--- src/rtl/mbf_rom_sched.sv ---
// ROM fetch scheduler: sequences 1024x4 ROM reads and broadcasts each nibble to
// the LPF and HPF through a 2-entry skid buffer, with a credit-based issue rule.
module mbf_rom_sched #(
  parameter int unsigned DEPTH  = 1024,
  parameter int unsigned ADDR_W = 10,
  parameter int unsigned DATA_W = 4
) (
  input  logic              clk,
  input  logic              reset,
  input  logic              start,
  output logic              rom_cen,
  output logic [ADDR_W-1:0] rom_a,
  input  logic [DATA_W-1:0] rom_q,
  input  logic              lpf_ready,
  input  logic              hpf_ready,
  output logic              x_valid,
  output logic [DATA_W-1:0] x_half,
  output logic              x_first,
  output logic              busy,
  output logic              done
);

  typedef enum logic [1:0] {S_IDLE, S_FETCH, S_DRAIN} state_t;

  state_t              r_state, w_state_nxt;
  logic [ADDR_W-1:0]   r_addr;
  logic                r_pending, r_pend_first;
  logic [1:0]          r_count;
  logic [DATA_W-1:0]   r_d0, r_d1;
  logic                r_f0, r_f1;
  logic                r_done;
  logic                w_pop, w_issue, w_last, w_done_nxt;
  logic [2:0]          w_occ;

  always_comb begin
    w_pop       = (r_count != 2'd0) & lpf_ready & hpf_ready;
    // Credit counts the in-flight read so a full buffer can never be overrun.
    w_occ       = {1'b0, r_count} + {2'b00, r_pending} - {2'b00, w_pop};
    w_issue     = (r_state == S_FETCH) && (w_occ < 3'd2);
    w_last      = (r_addr == ADDR_W'(DEPTH - 1));
    w_state_nxt = r_state;
    w_done_nxt  = 1'b0;
    case (r_state)
      S_IDLE:  if (start) w_state_nxt = S_FETCH;
      S_FETCH: if (w_issue && w_last) w_state_nxt = S_DRAIN;
      S_DRAIN: if (!r_pending && ((r_count == 2'd0) || ((r_count == 2'd1) && w_pop))) begin
        w_state_nxt = S_IDLE;
        w_done_nxt  = 1'b1;
      end
      default: w_state_nxt = S_IDLE;
    endcase
  end

  always_ff @(posedge clk) begin
    if (reset) begin
      r_state      <= S_IDLE;
      r_addr       <= '0;
      r_pending    <= 1'b0;
      r_pend_first <= 1'b0;
      r_count      <= 2'd0;
      r_d0         <= '0;
      r_d1         <= '0;
      r_f0         <= 1'b0;
      r_f1         <= 1'b0;
      r_done       <= 1'b0;
    end else begin
      r_state   <= w_state_nxt;
      r_done    <= w_done_nxt;
      r_pending <= w_issue;
      if (w_issue) r_pend_first <= ~r_addr[0];
      if ((r_state == S_IDLE) && start) r_addr <= '0;
      else if (w_issue && !w_last)      r_addr <= r_addr + ADDR_W'(1);
      // Entry 0 is always the head; a pop shifts entry 1 forward.
      case ({r_pending, w_pop})
        2'b10: begin
          if (r_count == 2'd0) begin
            r_d0 <= rom_q;
            r_f0 <= r_pend_first;
          end else begin
            r_d1 <= rom_q;
            r_f1 <= r_pend_first;
          end
          r_count <= r_count + 2'd1;
        end
        2'b01: begin
          r_d0    <= r_d1;
          r_f0    <= r_f1;
          r_count <= r_count - 2'd1;
        end
        2'b11: begin
          if (r_count == 2'd1) begin
            r_d0 <= rom_q;
            r_f0 <= r_pend_first;
          end else begin
            r_d0 <= r_d1;
            r_f0 <= r_f1;
            r_d1 <= rom_q;
            r_f1 <= r_pend_first;
          end
        end
        default: ;
      endcase
    end
  end

  assign rom_cen = ~w_issue;
  assign rom_a   = r_addr;
  assign x_valid = (r_count != 2'd0);
  assign x_half  = r_d0;
  assign x_first = r_f0;
  assign busy    = (r_state != S_IDLE);
  assign done    = r_done;

endmodule

--- config.mk ---
export PLATFORM = sky130hd
export DESIGN_NAME = mbf_rom_sched
export DESIGN_NICKNAME = d
export VERILOG_FILES = /design/src/rtl/mbf_rom_sched.sv
export SDC_FILE = /design/constraint.sdc
export NUM_CORES = 1
export LEC_CHECK = 0
export CAP_MARGIN = 10
export CORE_ASPECT_RATIO = 1.75
export CORE_MARGIN = 10
export CORE_UTILIZATION = 54
export DETAILED_ROUTE_END_ITERATION = 12
export PLACE_DENSITY = 0.86
export SETUP_SLACK_MARGIN = 0.4
export SYNTH_ARGS = -nofsm -noshare
export SYNTH_HDL_FRONTEND = slang
export SYNTH_SLANG_ARGS = --single-unit
--- constraint.sdc ---
create_clock -name clk -period 7.6 [get_ports clk]
set_input_delay 0.76 -clock clk [delete_from_list [all_inputs] [get_ports clk]]
set_output_delay 0.76 -clock clk [all_outputs]
set_load 0.01 [all_outputs]
==> impl_metrics.tcl <==
set metrics [dict create \
    status "finished, final reports clean" \
    crit_type "in2out" \
    netlist_instances 155 \
    antenna_cells 0 \
    synth_top_area_cell "dfxtp_1" \
    synth_top_cell_area_share_pct 40.1 \
    synth.avg_cell_area_um2 8.69 \
    syn-cell-area_um2 1350 \
    synth_cell_type_count 38 \
    cp_top_family "buffers and inverters" \
    setup_viol 0 \
    dpl_cell_area_um2 1630 \
    worst_setup_path_start_kind "primary input" \
    ir_drop_v 0.000162 \
    cts_made_buffers 3 \
    area_delta_synth_final_pct 24.3 \
    holdPathStages 2 \
    cp.buffers_inverters 4 \
    hold_ws_ns 0.508 \
    nets 199 \
    drtIter0Drc 33 \
    grt_pass1_wl_mm 5.45 \
    gp_congestion 0.882 \
    placementRows 23 \
    multi_input_area_um2 747 \
    crit_path_cell_trace "clkdlybuf4s50_1 -> nand3_1 -> inv_1 -> ha_1 -> nand2b_1 -> fa_1 -> nand3b_1 -> nor2_1 -> inv_1 -> clkdlybuf4s50_1" \
    wl_per_cell_um 16.0 \
    post-route-cell-area_um2 1680 \
    worstSetupEndpointType "output pin" \
    vias 1251 \
    antenna_found_initial 0 \
    io_buffers 27 \
    route.detailed.drc 0 \
    die_height_um 86.1 \
    syn_nets 172 \
    wl_mm 3.29 \
    fin_setup_tns_ns 0 \
    slowest_delay_ns 0.52 \
    seq_area_frac_synth_pct 40.1 \
    drtAntennaViolNets 0 \
    slowest_stage "fa_1" \
    drtPass1Iterations 4 \
    cts-hold-fix-buffers 0 \
    cts_sinks 27 \
    max_slew_margin_pct 52.3 \
    drive_gt1_share_pct 4.97 \
    initial_core_util_pct 57.8 \
    clk_path_buf_depth 2 \
    clk-insertion-delay-late_ns 0.28 \
    hp-class "reg2reg" \
    synthArstFlopShare_pct 0 \
    grt_pass1_vias 1230 \
    synth.area.top_cells "dfxtp_1 (40%), ha_1 (6.5%), nor2_1 (5.3%), a21oi_1 (4.1%), a211oi_1 (3.9%)" \
    ios 28 \
    cts_root_buf "clkbuf_8" \
    leakagePower_nw 0.627 \
    fp.dieW_um 57.8 \
    nFillCells 195 \
    fin_crit_sh_pct 55.5 \
    post-cts-setup-buffers 0 \
    dpl.hpwl_mm 2.57 \
    rrSetupSlack_ns 4.31 \
    regArea_um2 541 \
    r2r-end "rom_a[6]" \
    synthFlopType "dfxtp_1" \
    holdCritStartpoint "x_half[1]" \
    ys_seq_elements 27 \
    vias_per_cell 6.07 \
    clk_pin_slew_ns 0.10 \
    tritoncts "yes" \
    post_cts_resized 0 \
    hold_end "x_half[1]" \
    crit_start "lpf_ready" \
    finalHoldViolations 0 \
    synth_edf_count 0 \
    cts_max_level 1 \
    path_max_fanout 7 \
    worst_pin_slew_ns 0.716 \
    ys_warn_count 0 \
    drv_cap 0 \
    r2r-start "r_count[1]" \
    die-area_um2 4970 \
    required_ns 6.84 \
    grt_overflow_total 0 \
    grt_setup_unrepaired "false" \
    finalClockSkew_ns 0.00420 \
    grt_max_degree 20 \
    power_density_nw_per_um2 277 \
    worst_ep_arrival_time_ns 3.46 \
    final_cell_mix "dfxtp_1 (27), clkdlybuf4s50_1 (27), nor2_1 (19)" \
    core_um2 2330 \
    fin_crit_ns 4.22 \
    fmax_mhz 237 \
    r2r_cells 12 \
    grt_usage_pct 13.1 \
    drv_slew 0 \
]
where the power goes:
group	internal [mW]	total, mW	switching, mW	leakage [nW]
Combinational	0.0914	0.193	0.102	0.386
Clock	0.0373	0.0849	0.0476	0.0217
Sequential	0.166	0.185	0.0195	0.219
Total	0.295	0.464	0.169	0.627
Yosys cell counts (2+ instances only):
cell type and number:
a211oi_1 7, a21oi_1 11, a22oi_1 5, and3_1 2, clkbuf_2 3, dfxtp_1 27, ha_1 7, inv_1 10
mux2i_1 5, nand2_1 6, nand3_1 8, nand4_1 2, nor2_1 19, nor3_1 4, o21ai_0 5, o31ai_1 4
or2_2 2, or3_1 4, or4_1 3, xor2_1 3
worst max path at each step:
| stage | end | slack (ns) | cells after the start |
|---|---|---|---|
| finish | rom_cen | 3.38 | 10 |
| floorplan | rom_a[6] | 4.51 | 13 |
| detailed placement | rom_cen | 3.45 | 10 |
| CTS | rom_cen | 3.41 | 10 |
| global route | rom_cen | 3.21 | 12 |
| global placement | rom_cen | 3.53 | 10 |
kinds of logic after synthesis:
logic type / after synthesis / synth area share [%]
AOI/OAI and AO/OA: 39 / 18.9
xor gates and xnor gates: 4 / 2.60
adders and majority gates: 8 / 7.98
buffers and inverters: 15 / 4.46
DFF: 27 / 40.1
muxes: 5 / 3.71
and+or+nand+nor: 57 / 22.2
per-layer routing:
layer / global-route usage, % / up-vias / routed length, µm
met2: 24.0 / 35 / 1800
met5: 0 / - / 0
met1: 12.1 / 589 / 1210
met3: 4.28 / 9 / 209
met4: 7.08 / 0 / 73
li1: - / 618 / -
per-stage QoR:
stage	util [%]	cells	worst slack, ns	power, mW
2_1_floorplan	-	155	4.51	0.307
3_3_place_gp	69.8	202	3.53	0.370
3_5_place_dp	69.8	202	3.45	0.380
4_1_cts	71.9	206	3.41	0.465
5_1_grt	71.9	206	3.21	0.495
6_report	71.9	206	3.38	0.464
registers in the layout (all words and copies together), names as in the netlist:
register and count:
r_pend_first 1, done 1, r_count 2, r_state 2
x_first 1, r_f1 1, rom_a 10, r_d1 4
x_half 4, r_pending 1
cell type report:
cell class,count,share of cell area (%)
inverters,10,2.24
multi-input cells,113,44.6
clock inverters,1,0.448
clock buffers,3,2.46
flip-flops and latches,27,32.3
well taps,25,1.87
repair buffers,27,16.1
worst reg2reg max path, stage by stage, from the launching register on:
cell,delay (ns)
dfxtp_1,0.44
inv_1,0.12
ha_1,0.22
inv_1,0.12
nand3_1,0.11
inv_1,0.12
ha_1,0.23
nand2b_1,0.15
fa_1,0.52
nand3b_1,0.10
or3_1,0.47
or4_1,0.50
a21oi_1,0.15
No activity file was read; power rests on OpenSTA's default activity.
